===== config.mk =====
export PLATFORM = sky130hd
export DESIGN_NAME = sample_buffer
export DESIGN_NICKNAME = d
export VERILOG_FILES = /design/src/rtl/sample_buffer_pkg.sv /design/src/rtl/sample_buffer_byte_packer.sv /design/src/rtl/sample_buffer.sv
export SDC_FILE = /design/constraint.sdc
export NUM_CORES = 1
export LEC_CHECK = 0
export CAP_MARGIN = 20
export CORE_MARGIN = 2
export CORE_UTILIZATION = 54
export DETAILED_ROUTE_END_ITERATION = 10
export PLACE_DENSITY = 0.83
export SETUP_SLACK_MARGIN = 0.5
export SYNTH_ARGS = -nofsm -noshare
export SYNTH_HDL_FRONTEND = slang
export SYNTH_SLANG_ARGS = --single-unit
export TNS_END_PERCENT = 20

===== constraint.sdc =====
create_clock -name clk_2 -period 2.55 [get_ports clk_2]
set_input_delay 0.51 -clock clk_2 [delete_from_list [all_inputs] [get_ports clk_2]]
set_output_delay 0.51 -clock clk_2 [all_outputs]
set_load 0.01 [all_outputs]

===== src/rtl/sample_buffer_pkg.sv =====
// Shared types and widths for the sample_buffer producer, which packs bytes into
// words for the averager.
package sample_buffer_pkg;

  localparam int unsigned BYTE_W         = 8;
  localparam int unsigned BYTES_PER_WORD = 4;
  localparam int unsigned WORD_W         = BYTE_W * BYTES_PER_WORD;

  typedef enum logic [1:0] {
    EMPTY,
    PRESENT,
    RELEASE
  } slot_state_t;

endpackage


===== src/rtl/sample_buffer_byte_packer.sv =====
// Fill side: collects four bytes into a word and holds a full word until the slot
// takes it.
module byte_packer
  import sample_buffer_pkg::*;
(
  input  logic              clk_2,
  input  logic              reset,
  input  logic [BYTE_W-1:0] sample_data,
  input  logic              sample_valid,
  input  logic              direct_ok,
  input  logic              take_word,
  output logic [WORD_W-1:0] fill_word,
  output logic [WORD_W-1:0] complete_word,
  output logic              direct_word,
  output logic              fill_full,
  output logic              drop
);

  logic [WORD_W-1:0] fill_q;
  logic [1:0]        count_q;
  logic              full_q;
  logic              complete_now;

  always_comb begin
    complete_now  = sample_valid && !full_q && (count_q == 2'd3);
    complete_word = {sample_data, fill_q[3*BYTE_W-1:0]};
    direct_word   = complete_now && direct_ok;
    drop          = sample_valid && full_q && !take_word;
    fill_word     = fill_q;
    fill_full     = full_q;
  end

  // A full fill is encoded as full_q with count_q back at 0.
  always_ff @(posedge clk_2) begin
    if (reset) begin
      fill_q  <= '0;
      count_q <= 2'd0;
      full_q  <= 1'b0;
    end else if (take_word) begin
      full_q <= 1'b0;
      if (sample_valid) begin
        fill_q[BYTE_W-1:0] <= sample_data;
        count_q            <= 2'd1;
      end else begin
        count_q <= 2'd0;
      end
    end else if (sample_valid && !full_q) begin
      unique case (count_q)
        2'd0: fill_q[1*BYTE_W-1:0*BYTE_W] <= sample_data;
        2'd1: fill_q[2*BYTE_W-1:1*BYTE_W] <= sample_data;
        2'd2: fill_q[3*BYTE_W-1:2*BYTE_W] <= sample_data;
        2'd3: fill_q[4*BYTE_W-1:3*BYTE_W] <= sample_data;
        default: ;
      endcase
      count_q <= count_q + 2'd1;
      if (complete_now && !direct_ok) begin
        full_q <= 1'b1;
      end
    end
  end

endmodule


===== src/rtl/sample_buffer.sv =====
// Producer side of the averager handshake: double-buffered byte-to-word packing
// with a presented slot, done timeout, sticky error flags and an acknowledge count.
module sample_buffer
  import sample_buffer_pkg::*;
#(
  parameter int unsigned DONE_TIMEOUT = 255
) (
  input  logic              clk_2,
  input  logic              reset,
  input  logic [BYTE_W-1:0] sample_data,
  input  logic              sample_valid,
  input  logic              average_done,
  input  logic              clear_flags,
  output logic [WORD_W-1:0] buffer_data,
  output logic              find_average,
  output logic              full_buffer_flag,
  output logic              overrun,
  output logic              timeout_err,
  output logic [15:0]       words_sent
);

  localparam logic [15:0] TmoLast = 16'(DONE_TIMEOUT - 1);

  slot_state_t       state_q;
  logic [WORD_W-1:0] buf_q;
  logic [15:0]       tmo_q;
  logic [15:0]       sent_q;
  logic              overrun_q;
  logic              timeout_q;

  logic [WORD_W-1:0] fill_word;
  logic [WORD_W-1:0] complete_word;
  logic              direct_word;
  logic              fill_full;
  logic              drop;
  logic              take_word;
  logic              direct_ok;
  logic              tmo_expire;

  always_comb begin
    direct_ok  = (state_q == EMPTY);
    take_word  = fill_full && ((state_q == EMPTY) || (state_q == RELEASE));
    tmo_expire = (state_q == PRESENT) && !average_done && (tmo_q == TmoLast);
  end

  byte_packer u_byte_packer (
    .clk_2         (clk_2),
    .reset         (reset),
    .sample_data   (sample_data),
    .sample_valid  (sample_valid),
    .direct_ok     (direct_ok),
    .take_word     (take_word),
    .fill_word     (fill_word),
    .complete_word (complete_word),
    .direct_word   (direct_word),
    .fill_full     (fill_full),
    .drop          (drop)
  );

  always_ff @(posedge clk_2) begin
    if (reset) begin
      state_q   <= EMPTY;
      buf_q     <= '0;
      tmo_q     <= '0;
      sent_q    <= '0;
      overrun_q <= 1'b0;
      timeout_q <= 1'b0;
    end else begin
      unique case (state_q)
        EMPTY: begin
          if (direct_word) begin
            buf_q   <= complete_word;
            state_q <= PRESENT;
          end else if (fill_full) begin
            buf_q   <= fill_word;
            state_q <= PRESENT;
          end
        end
        PRESENT: begin
          if (average_done) begin
            sent_q  <= sent_q + 16'd1;
            state_q <= RELEASE;
          end else if (tmo_expire) begin
            state_q <= RELEASE;
          end else begin
            tmo_q <= tmo_q + 16'd1;
          end
        end
        RELEASE: begin
          tmo_q <= '0;
          if (fill_full) begin
            buf_q   <= fill_word;
            state_q <= PRESENT;
          end else begin
            state_q <= EMPTY;
          end
        end
        default: state_q <= EMPTY;
      endcase

      // A set event in the same cycle as clear_flags wins.
      if (drop) begin
        overrun_q <= 1'b1;
      end else if (clear_flags) begin
        overrun_q <= 1'b0;
      end
      if (tmo_expire) begin
        timeout_q <= 1'b1;
      end else if (clear_flags) begin
        timeout_q <= 1'b0;
      end
    end
  end

  always_comb begin
    buffer_data      = buf_q;
    find_average     = (state_q == PRESENT);
    full_buffer_flag = (state_q == PRESENT);
    overrun          = overrun_q;
    timeout_err      = timeout_q;
    words_sent       = sent_q;
  end

endmodule


==> metrics.cfg <==
[status]
status=finished clean

[yosys]
synth_seq_area_share_pct=47.0
synth_top_area_share_pct=47.0
synth-edff-count=0
syn_inst=489
synth_nets=509
synth_ff_type=dfxtp_1
synth.avg_cell_area_sq_um=8.96
yosysUniqueCellTypes=57
async_flop_share_pct=0
ys_warn_count=0
yosys.area.top_type=dfxtp_1
synth_area_sq_mm=0.00438
ys_ff_latch=103
synthTopCellsByArea=dfxtp_1 47%, mux2i_1 8.7%, a21oi_1 5.5%, nor2_1 4.6%, nand3_1 4.3%

[critical_path]
regToRegSetupSlack_ps=600
crit_start=state_q[0]
cp_cell_sequence=nor2b_4, clkdlybuf4s50_1
crit_path_end_kind=primary output
r2r_start=u_byte_packer.count_q[0]
rr_worst_depth=6
crit_path_top_delay_cell=clkdlybuf4s50_1
critPathKind=reg2out
worstSetupStartpointType=flip-flop
crit_fanout=8
critPathCapture=find_average
arrival_ps=1530
required_ps=2040
slowest_delay_ps=550
worst_r2r_endpoint=buffer_data[31]

[timing]
finalMaxSlewViolations=0
skew_ps=12.8
grt_setup_unrepaired=yes
finalSetupViolCount=0
tns_ps=0
worstMarginPinSlew_ps=717
fin_crit_sh_pct=79.9
max_freq_ghz=0.491
relSlewSlack_pct=52.2
hold_violations=0
setup_slack_ps=513
period_needed_ps=2040

[cells_and_area]
drive_above_1_share_pct=7.85
synthToLayoutAreaGrowth_pct=22.0
diodes=0
fin_nets=563

[drt]
first_iter_violations=279
dr.pass1.iters=5
vias_per_cell=5.69
avgRoutedWirePerCell_um=15.2
drc=0
routed_wl_um=9850
postRouteAntennaNets=0
vias=3700

[power]
pwr-share-seq_pct=56.0
leakage_nw=2.07
power_density_mw_per_mm2=551
ir_drop_v=0.000275
p_switching_uw=754
internal_power_mw=2.19
swShare_pct=25.6
combPwrFrac_pct=6.2
clkPwrFrac_pct=37.9

[clocking]
htree_levels=3
cts_tree=yes
clockBufferDepth=2
clkTransAtPathRegs_ps=100
cts_sinks=103
worstSkewPairLatency_ps=380
root_buffer=clkbuf_8
cts_setup_buffers=0
cts_buffers=9

[place]
dp_slack_ps=128
place_hpwl_um=6700
gp_congestion=0.865
port_buffers=64

[global_routing]
grt_pass1_vias=3392
grt_pass1_wl_um=16100
grt_max_degree=46
grt_usage_pct=22.7
grt_antenna_before_repair=0
gr-total-overflow=0

[floorplan]
dieArea_sq_mm=0.00885
die_x_um=94.1
initial_core_util_pct=56.1
io_pins=65
die_h_um=94.1
core-area_sq_mm=0.00781
row_count=32

[job]
cap_violations=0

[hold_path]
hp-class=reg2reg

## power groups by stage
stage                     clock network, mW  logic, mW  registers [mW]
after floorplan                           0      0.109            1.68
after global placement                    0      0.173            1.68
after detailed placement                  0      0.177            1.69
after CTS                              1.12      0.179            1.65
after global routing                   1.19      0.197            1.65
final                                  1.12      0.181            1.65
## worst min-delay path by stage
stage,start,end,cells past startpoint
floorplan,u_byte_packer.fill_word[10],u_byte_packer.fill_word[10],2
global placement,buffer_data[27],buffer_data[27],2
detailed placement,buffer_data[26],buffer_data[26],2
CTS,buffer_data[26],buffer_data[26],2
global route,buffer_data[29],buffer_data[29],2
finish,buffer_data[26],buffer_data[26],2
## cells in the mapped netlist (4+ instances only)
cell type,count
a21oi_1,48
o221ai_1,6
or4_1,4
ha_1,7
clkbuf_1,15
nand2_1,48
nand2b_1,4
inv_1,17
dfxtp_1,103
xor2_1,6
mux2i_1,38
buf_2,10
nor2b_1,6
nor2_1,54
o31ai_1,4
or3_1,4
nand3_1,38
nor4_1,4
nand4_1,6
buf_1,4
nor3_1,7
## cell usage in the layout (no fill, tap or decap), types with 5 or more instances in the layout
master,Yosys,final
nand2_1,48,48
mux2i_1,38,38
nor3_1,7,7
nor2_1,54,54
nand3_1,38,38
o221ai_1,6,6
a21oi_1,48,48
nor2b_1,6,5
buf_4,3,10
inv_1,17,17
xor2_1,6,6
nand4_1,6,6
clkdlybuf4s50_1,0,63
clkbuf_8,0,9
ha_1,7,6
dfxtp_1,103,102
## metrics by stage
stage | std cells | instance area [sq um] | hold WS [ps] | util [%] | total power [mW]
after floorplan | 489 | 4380 | 436 | - | 1.79
after global placement | 633 | 5090 | 437 | 65.2 | 1.86
after detailed placement | 633 | 5090 | 443 | 65.2 | 1.86
after CTS | 649 | 5330 | 459 | 68.3 | 2.95
after global routing | 650 | 5350 | 475 | 68.5 | 3.04
final | 650 | 5350 | 455 | 68.5 | 2.95
## final cells by class
class	count	area (sq um)
Tap cell	102	128
Clock buffer	9	124
Sequential cell	103	2060
Multi-Input combinational cell	336	2140
Timing Repair Buffer	75	731
Fill cell	627	2460
Clock inverter	7	97.6
Inverter	18	67.6
## routing by layer
layer	part of all wire (%)	GRT usage, %	vias to the layer above
met2	49	37.4	94
met4	1.7	8.70	0
met5	0	0	-
met1	44	30.3	1762
met3	4.8	3.05	15
li1	-	-	1829
## worst max-delay path, delay by kind of cell (launching register included)
family | cells | cell delay [ps]
buffers and inverters | 1 | 550
DFF | 1 | 400
and+or+nand+nor | 1 | 210
## cell families after synthesis
logic type / synth area share (%)
AO/OA/AOI/OAI: 12.4
multiplexers: 9.45
AND/OR/NAND/NOR: 22.4
buffers and inverters: 4.82
XOR/XNOR: 1.80
flip-flops: 47.0
adder cells (fa/ha/maj): 2.00
## timing repair
action,CTS,global route
hold buffers,0,0
gates resized for setup,4,2
pin swaps,0,1
endpoints found under the setup margin,26,14
## registers in the layout (all words and copies together) (netlist names)
register,flops
buffer_data,32
overrun,1
state_q,2
timeout_err,1
tmo_q,16
u_byte_packer.count_q,2
u_byte_packer.fill_full,1
u_byte_packer.fill_word,32
words_sent,16
Note: power is estimated with default switching activity, not from simulation.
